==> config.mk <==
export PLATFORM = sky130hd
export DESIGN_NAME = param_serializer_flat
export DESIGN_NICKNAME = d
export VERILOG_FILES = /design/src/rtl/param_serializer_pkg.sv /design/src/rtl/param_serializer_if.sv /design/src/rtl/param_serializer_link_edge_sync.sv /design/src/rtl/param_serializer.sv /design/src/flat_wrapper.sv
export SDC_FILE = /design/constraint.sdc
export NUM_CORES = 2
export LEC_CHECK = 0
export CORE_UTILIZATION = 35
export CTS_CLUSTER_DIAMETER = 80
export DETAILED_ROUTE_END_ITERATION = 10
export PLACE_DENSITY = 0.59
export SYNTH_ARGS = -nofsm -noshare
export SYNTH_HDL_FRONTEND = slang
export SYNTH_SLANG_ARGS = --single-unit
==> constraint.sdc <==
create_clock -name clk_in -period 82.5 [get_ports clk_in]
set_input_delay 16.5 -clock clk_in [delete_from_list [all_inputs] [get_ports clk_in]]
set_output_delay 16.5 -clock clk_in [all_outputs]
set_load 0.01 [all_outputs]
==> src/rtl/param_serializer_pkg.sv <==
// Shared definitions for the servo parameter serial link (serializer and
// deserializer sides): frame geometry, test-pattern header, CRC-8 polynomial
// and the transmit FSM state encoding.
package param_link_pkg;

    localparam int                WORD_W      = 35;
    localparam int                NUM_WORDS   = 12;
    localparam logic [WORD_W-1:0] TP_WORD     = 35'h5_5555_5555;
    localparam int                SYNC_STAGES = 2;

    localparam int                CRC_W       = 8;
    localparam logic [CRC_W-1:0]  CRC_POLY    = 8'h07;

    localparam int                ADDR_W      = 4;
    localparam int                BIT_CNT_W   = $clog2(WORD_W);
    localparam int                WORD_CNT_W  = $clog2(NUM_WORDS + 1);

    typedef enum logic [2:0] {
        IDLE  = 3'd0,
        ARMED = 3'd1,
        SEND  = 3'd2,
        CRC   = 3'd3,
        DONE  = 3'd4
    } state_t;

    // One bit of an MSB-first CRC-8 (poly CRC_POLY), shifting din in.
    function automatic logic [CRC_W-1:0] crc8_step(input logic [CRC_W-1:0] crc,
                                                   input logic             din);
        logic fb;
        fb        = crc[CRC_W-1] ^ din;
        crc8_step = {crc[CRC_W-2:0], 1'b0} ^ (fb ? CRC_POLY : '0);
    endfunction

endpackage

==> src/rtl/param_serializer_if.sv <==
// Bus between the parameter source and param_serializer: shadow-bank write
// port, start/busy/done control, and the three serial link wires.
//
// Control handshake: start_in is a one-cycle request that is accepted only
// while busy_out is low; busy_out rises the cycle after acceptance and stays
// high until the frame ends, when done_out pulses for exactly one cycle with
// busy_out already low. Requests seen while busy_out is high are dropped.
interface param_serializer_if;
    import param_link_pkg::*;

    logic              word_we_in;
    logic [ADDR_W-1:0] word_addr_in;
    logic [WORD_W-1:0] word_data_in;
    logic              start_in;
    logic              serial_clk_in;
    logic              serial_trig_in;
    logic              serial_out;
    logic              busy_out;
    logic              done_out;

    // Parameter source / bench side
    modport master (
        output word_we_in, word_addr_in, word_data_in, start_in,
        output serial_clk_in, serial_trig_in,
        input  serial_out, busy_out, done_out
    );

    // Serializer side
    modport slave (
        input  word_we_in, word_addr_in, word_data_in, start_in,
        input  serial_clk_in, serial_trig_in,
        output serial_out, busy_out, done_out
    );

endinterface

==> src/rtl/param_serializer_link_edge_sync.sv <==
// Synchronizer for one asynchronous link wire plus registered rise/fall
// pulses. Input-to-pulse latency is STAGES+1 system clocks.
module link_edge_sync #(
    parameter int STAGES = 2
) (
    input  logic i_clk,
    input  logic i_rst,
    input  logic i_async,
    output logic o_rise,
    output logic o_fall
);

    logic [STAGES-1:0] r_sync;
    logic              r_prev;

    // Sync chain, delayed copy, and single-cycle edge pulses
    always_ff @(posedge i_clk or posedge i_rst) begin
        if (i_rst) begin
            r_sync <= '0;
            r_prev <= 1'b0;
            o_rise <= 1'b0;
            o_fall <= 1'b0;
        end else begin
            r_sync <= {r_sync[STAGES-2:0], i_async};
            r_prev <= r_sync[STAGES-1];
            o_rise <= r_sync[STAGES-1] & ~r_prev;
            o_fall <= ~r_sync[STAGES-1] & r_prev;
        end
    end

endmodule

==> src/rtl/param_serializer.sv <==
// Transmit side of the servo parameter link. Frames TP_WORD followed by
// NUM_WORDS coefficient words MSB first on serial_out, one bit per falling
// edge of the receiver's link clock, after the receiver's trigger.
// Optional feature macro: PARAM_SER_CRC_EN appends a CRC-8 over the payload.
module param_serializer
    import param_link_pkg::*;
(
    input  logic                clk_in,
    input  logic                rst_in,
    param_serializer_if.slave   bus,
    output logic [2:0]          o_state_dbg
);

    state_t                r_state;
    state_t                w_state_next;

    logic [WORD_W-1:0]     r_bank  [NUM_WORDS];
    logic [WORD_W-1:0]     r_frame [NUM_WORDS];
    logic [WORD_W-1:0]     r_shift;
    logic                  r_serial;
    logic [BIT_CNT_W-1:0]  r_bit_cnt;
    logic [WORD_CNT_W-1:0] r_word_cnt;

    logic                  w_clk_rise;
    logic                  w_clk_fall;
    logic                  w_trig_rise;
    logic                  w_trig_fall;
    logic                  w_unused_edges;
    logic                  w_word_end;
    logic                  w_frame_end;
    logic                  w_restart;

`ifdef PARAM_SER_CRC_EN
    logic [CRC_W-1:0]      r_crc;
    logic [CRC_W-1:0]      w_crc_next;
    logic                  w_crc_end;
`endif

    link_edge_sync #(.STAGES(SYNC_STAGES)) u_clk_sync (
        .i_clk   (clk_in),
        .i_rst   (rst_in),
        .i_async (bus.serial_clk_in),
        .o_rise  (w_clk_rise),
        .o_fall  (w_clk_fall)
    );

    link_edge_sync #(.STAGES(SYNC_STAGES)) u_trig_sync (
        .i_clk   (clk_in),
        .i_rst   (rst_in),
        .i_async (bus.serial_trig_in),
        .o_rise  (w_trig_rise),
        .o_fall  (w_trig_fall)
    );

    // Only the link clock's falling edge and the trigger's rising edge matter.
    assign w_unused_edges = w_clk_rise | w_trig_fall;

    assign w_word_end  = (r_bit_cnt == BIT_CNT_W'(WORD_W - 1));
    assign w_frame_end = w_word_end && (r_word_cnt == WORD_CNT_W'(NUM_WORDS));
    // A trigger edge while a frame is armed or in flight (re)starts it.
    assign w_restart   = w_trig_rise &&
                         ((r_state == ARMED) || (r_state == SEND) || (r_state == CRC));

`ifdef PARAM_SER_CRC_EN
    assign w_crc_next = crc8_step(r_crc, r_serial);
    assign w_crc_end  = (r_bit_cnt == BIT_CNT_W'(CRC_W - 1));
`endif

    assign bus.serial_out = r_serial;
    assign bus.busy_out   = (r_state == ARMED) || (r_state == SEND) || (r_state == CRC);
    assign bus.done_out   = (r_state == DONE);
    assign o_state_dbg    = r_state;

    // Shadow bank: writable at any time, out-of-range addresses dropped
    always_ff @(posedge clk_in or posedge rst_in) begin
        if (rst_in) begin
            for (int i = 0; i < NUM_WORDS; i++) r_bank[i] <= '0;
        end else if (bus.word_we_in && (bus.word_addr_in < ADDR_W'(NUM_WORDS))) begin
            r_bank[bus.word_addr_in] <= bus.word_data_in;
        end
    end

    // Frame buffer: snapshot of the bank taken when a start is accepted
    always_ff @(posedge clk_in or posedge rst_in) begin
        if (rst_in) begin
            for (int i = 0; i < NUM_WORDS; i++) r_frame[i] <= '0;
        end else if ((r_state == IDLE) && bus.start_in) begin
            for (int i = 0; i < NUM_WORDS; i++) r_frame[i] <= r_bank[i];
        end
    end

    // FSM state register
    always_ff @(posedge clk_in or posedge rst_in) begin
        if (rst_in) r_state <= IDLE;
        else        r_state <= w_state_next;
    end

    // FSM next-state logic; a trigger edge always takes priority over a clock edge
    always_comb begin
        w_state_next = r_state;
        case (r_state)
            IDLE:  if (bus.start_in) w_state_next = ARMED;
            ARMED: if (w_trig_rise)  w_state_next = SEND;
            SEND: begin
                if (!w_trig_rise && w_clk_fall && w_frame_end) begin
`ifdef PARAM_SER_CRC_EN
                    w_state_next = CRC;
`else
                    w_state_next = DONE;
`endif
                end
            end
`ifdef PARAM_SER_CRC_EN
            CRC: begin
                if (w_trig_rise)                   w_state_next = SEND;
                else if (w_clk_fall && w_crc_end)  w_state_next = DONE;
            end
`endif
            DONE:    w_state_next = IDLE;
            default: w_state_next = IDLE;
        endcase
    end

    // Shift datapath: r_shift[WORD_W-1] is always the bit currently on the wire
    always_ff @(posedge clk_in or posedge rst_in) begin
        if (rst_in) begin
            r_shift    <= '0;
            r_serial   <= 1'b0;
            r_bit_cnt  <= '0;
            r_word_cnt <= '0;
`ifdef PARAM_SER_CRC_EN
            r_crc      <= '0;
`endif
        end else if (w_restart) begin
            r_shift    <= TP_WORD;
            r_serial   <= TP_WORD[WORD_W-1];
            r_bit_cnt  <= '0;
            r_word_cnt <= '0;
`ifdef PARAM_SER_CRC_EN
            r_crc      <= '0;
`endif
        end else if ((r_state == SEND) && w_clk_fall) begin
`ifdef PARAM_SER_CRC_EN
            // Fold in the payload bit being retired; the header is excluded.
            if (r_word_cnt != '0) r_crc <= w_crc_next;
`endif
            if (w_word_end) begin
                r_bit_cnt <= '0;
                if (w_frame_end) begin
                    r_word_cnt <= '0;
`ifdef PARAM_SER_CRC_EN
                    r_serial   <= w_crc_next[CRC_W-1];
`else
                    r_serial   <= 1'b0;
`endif
                end else begin
                    // r_word_cnt indexes the current word with TP at 0, so it
                    // is also the payload index of the next word.
                    r_shift    <= r_frame[r_word_cnt];
                    r_serial   <= r_frame[r_word_cnt][WORD_W-1];
                    r_word_cnt <= r_word_cnt + WORD_CNT_W'(1);
                end
            end else begin
                r_shift   <= r_shift << 1;
                r_serial  <= r_shift[WORD_W-2];
                r_bit_cnt <= r_bit_cnt + BIT_CNT_W'(1);
            end
`ifdef PARAM_SER_CRC_EN
        end else if ((r_state == CRC) && w_clk_fall) begin
            if (w_crc_end) begin
                r_serial  <= 1'b0;
                r_bit_cnt <= '0;
            end else begin
                r_crc     <= r_crc << 1;
                r_serial  <= r_crc[CRC_W-2];
                r_bit_cnt <= r_bit_cnt + BIT_CNT_W'(1);
            end
`endif
        end
    end

endmodule

==> src/flat_wrapper.sv <==
// flat-port wrapper written by rule: the top's interface ports become plain ports
module param_serializer_flat import param_link_pkg::*;
  (clk_in, rst_in, o_state_dbg, bus_word_we_in, bus_word_addr_in, bus_word_data_in, bus_start_in, bus_serial_clk_in, bus_serial_trig_in, bus_serial_out, bus_busy_out, bus_done_out);
  param_serializer_if bus_i ();
  input  logic clk_in;
  input  logic rst_in;
  output logic [2:0] o_state_dbg;
  input wire logic [$bits(bus_i.word_we_in)-1:0] bus_word_we_in;
  input wire logic [$bits(bus_i.word_addr_in)-1:0] bus_word_addr_in;
  input wire logic [$bits(bus_i.word_data_in)-1:0] bus_word_data_in;
  input wire logic [$bits(bus_i.start_in)-1:0] bus_start_in;
  input wire logic [$bits(bus_i.serial_clk_in)-1:0] bus_serial_clk_in;
  input wire logic [$bits(bus_i.serial_trig_in)-1:0] bus_serial_trig_in;
  output wire logic [$bits(bus_i.serial_out)-1:0] bus_serial_out;
  output wire logic [$bits(bus_i.busy_out)-1:0] bus_busy_out;
  output wire logic [$bits(bus_i.done_out)-1:0] bus_done_out;
  assign bus_i.word_we_in = bus_word_we_in;
  assign bus_i.word_addr_in = bus_word_addr_in;
  assign bus_i.word_data_in = bus_word_data_in;
  assign bus_i.start_in = bus_start_in;
  assign bus_i.serial_clk_in = bus_serial_clk_in;
  assign bus_i.serial_trig_in = bus_serial_trig_in;
  assign bus_serial_out = bus_i.serial_out;
  assign bus_busy_out = bus_i.busy_out;
  assign bus_done_out = bus_i.done_out;
  param_serializer u_core (.clk_in(clk_in), .rst_in(rst_in), .bus(bus_i), .o_state_dbg(o_state_dbg));
endmodule
==> impl_metrics.json <==
{
  "ir_drop_uv": 51.5,
  "grt_usage": 0.163,
  "use_met2": 0.281,
  "fin_setup_tns_ps": 0,
  "fmax_mhz": 48.7,
  "cp_cell_sequence": "clkdlybuf4s50_1 -> inv_8 -> buf_4 -> buf_4 -> buf_4 -> buf_4",
  "first_iter_violations": 1049,
  "r2r_end": "u_core.r_frame[4]",
  "report.final.slew_viol_count": 0,
  "first_pass_iters": 5,
  "fin_crit_ps": 20520,
  "dp_hpwl_um": 44200,
  "synth.distinct_cells": 54,
  "fin_nets": 2328,
  "synth_top_family_by_area": "multiplexers",
  "layout_common_cells": "893 x dfrtp_1, 778 x mux2_2, 105 x mux4_2",
  "cp_slowest_cell": "buf_4",
  "whs_ps": 351,
  "grt_pass1_wl_um": 134000,
  "routed_via_density": 5.22,
  "hold_viol_final": 0,
  "power.leakage_nw": 17.6,
  "fin_skew_ps": 16.8,
  "ys.flop_type": "dfrtp_1",
  "rsz0062_at_grt": "no",
  "yosys.area_share.simple": 0.0179,
  "gp_congestion": 0.724,
  "use_met1": 0.211,
  "cts_max_level": 3,
  "crit_required_ps": 83120,
  "core_um2": 104000,
  "r2r_slack_ps": 78380,
  "ys_warn_count": 0,
  "cts_made_buffers": 91,
  "p_seq_frac": 0.490,
  "rows": 118,
  "ys_seq_area_frac": 0.605,
  "worstHoldStart": "u_core.u_trig_sync.r_sync[0]",
  "io_pins": 51,
  "drive_gt1_frac": 0.465,
  "clk_latency_ps": 630,
  "sw_frac_of_total": 0.255,
  "drt-total-wl_um": 85000,
  "syn_area_per_cell_um2": 16.3,
  "fp.dieH_um": 327,
  "synthMuxAreaShare": 0.325,
  "maxCapViolCount": 0,
  "hold_end": "u_core.u_trig_sync.r_sync[1]",
  "holdPathStages": 0,
  "post_cts_resized": 0,
  "die_area_um2": 107000,
  "power.density_nw_per_um2": 32.9,
  "relSlewSlack": 0.152,
  "cts_setup_buffers": 0,
  "grt_use_met3": 0.0216,
  "worst_ep_arrival_time_ps": 21140,
  "synth_compound_area_frac": 0.0247,
  "synthCells": 2277,
  "ff_latch_area_um2": 22400,
  "timing.setup.critical_path_class": "in2async",
  "synth_area_um2": 37000,
  "grt_max_degree": 180,
  "ys_async_sr_fraction": 1.00,
  "root_buffer": "clkbuf_16",
  "grt_busiest_layer": "met2",
  "pwr-share-clk": 0.297,
  "drtAntennaViolNets": 0,
  "fin_cells": 3728,
  "internal-power_mw": 1.02,
  "min_path_type": "reg2reg",
  "placed_cells": 3566,
  "worstRegToRegCells": 5,
  "antenna_found_initial": 3,
  "p_sw_mw": 0.350,
  "multi_input_area_um2": 13800,
  "grt_overflow": 0,
  "synthAdderAreaFrac": 0.00135,
  "power_mw": 1.37,
  "finalCritPeriodShare": 0.249,
  "worst-path-max-fanout": 117,
  "synth_xor_area_frac": 0.000236,
  "status": "completed",
  "power_frac_comb": 0.212,
  "num_vias": 19400,
  "grt_pass1_vias": 21900,
  "fill_cells": 9537,
  "initial_core_util": 0.355,
  "r2r_start": "u_core.o_state_dbg[0]",
  "endpoint_kind": "asynchronous set/reset pin",
  "area_delta_synth_final_pct": 12.7,
  "synth_edf_count": 0,
  "ys_seq_elements": 896,
  "route.detailed.drc": 0,
  "critPathMostFrequentCell": "buf_4",
  "critical_path.max_stage_delay_ps": 860,
  "synth_top_area_share": 0.605,
  "wl_per_cell_um": 22.8,
  "setup_viol": 0,
  "layout_commonest_cell": "dfrtp_1",
  "clk_path_buf_depth": 3,
  "synth_fp_nets": 2326,
  "clock_sinks": 896,
  "clkTransAtPathRegs_ps": 60,
  "die_w_um": 327,
  "synth_top_area_cell": "dfrtp_1",
  "holdBufCountCts": 0,
  "yosys-top-cells-area": "dfrtp_1 61%, mux2_2 24%, mux4_2 6.4%",
  "tightest_slew_ps": 1270,
  "setup.worst_path.start_class": "primary input",
  "io_buffers": 50,
  "cts_tree": "built"
}
-- kinds of logic after synthesis --
| family | count (synthesis) |
|---|---|
| AO/OA/AOI/OAI | 105 |
| multiplexers | 966 |
| AND/OR/NAND/NOR | 122 |
| flip-flops | 896 |
| buffers and inverters | 183 |
| adder cells (fa/ha/maj) | 4 |
| XOR/XNOR | 1 |
-- final cells by class --
type                       count  area share
clock buffer                 137      0.0648
antenna                        1   0.0000600
clock inverter                24     0.00618
sequential                   896       0.537
timing repair buffer          86      0.0197
tap                         1380      0.0414
inverter                       6    0.000719
multi-input combinational   1198       0.330
-- power groups by stage --
stage	sequential (mW)	clock (mW)	combinational (mW)
2_1_floorplan	0.655	0	0.254
3_3_place_gp	0.669	0	0.281
3_5_place_dp	0.681	0	0.296
4_1_cts	0.674	0.421	0.297
5_1_grt	0.694	0.439	0.317
6_report	0.674	0.408	0.292
-- registers in the layout (all words and copies together) (netlist names), 2 cells and up --
signal / count
u_core.r_bank: 420
u_core.r_frame: 420
u_core.r_shift: 34
u_core.r_bit_cnt: 6
u_core.r_word_cnt: 4
u_core.o_state_dbg: 3
u_core.u_clk_sync.r_sync: 2
u_core.u_trig_sync.r_sync: 2
-- worst max-delay path by stage --
stage / from / to / slack, ps / depth (start not counted)
after floorplan: rst_in / u_core.bus.serial_out / 40810 / 1
after global placement: rst_in / u_core.r_bank[163] / 61350 / 6
after detailed placement: rst_in / u_core.r_bank[303] / 61090 / 6
after CTS: rst_in / u_core.r_frame[128] / 61770 / 6
after global routing: rst_in / u_core.r_frame[303] / 61150 / 6
final: rst_in / u_core.r_frame[128] / 61980 / 6
-- metal layers --
| layer | share of wire | routed length, µm |
|---|---|---|
| met5 | 0.00011 | 9 |
| met4 | 0.026 | 2190 |
| met3 | 0.030 | 2540 |
| met2 | 0.51 | 43100 |
| met1 | 0.44 | 37200 |
-- metrics by stage --
stage / cell area (µm²) / worst slack [ps] / util
3_3_place_gp: 38800 / 61350 / 0.372
4_1_cts: 41700 / 61770 / 0.400
3_5_place_dp: 38800 / 61090 / 0.372
2_1_floorplan: 37000 / 40810 / -
6_report: 41700 / 61980 / 0.400
5_1_grt: 41700 / 61150 / 0.400
-- Yosys cell counts (5+ instances only) --
cell type / n
nor3_1: 5
a22o_1: 17
o211a_1: 17
o221a_2: 6
clkbuf_1: 58
mux2_2: 778
nand3b_1: 7
nand4_1: 18
mux2i_1: 20
a22oi_1: 16
mux4_2: 105
nor2_1: 18
a21oi_1: 6
dfrtp_1: 896
nor2b_1: 5
mux2_1: 63
buf_2: 74
o221a_1: 10
nand2_1: 41
inv_1: 6
buf_4: 40
o211ai_1: 18
-- worst max-delay path, delay by kind of cell --
kind                   cells  cell delay, ps
buffers and inverters      6            4380
Note: power is estimated with default switching activity, not from simulation.
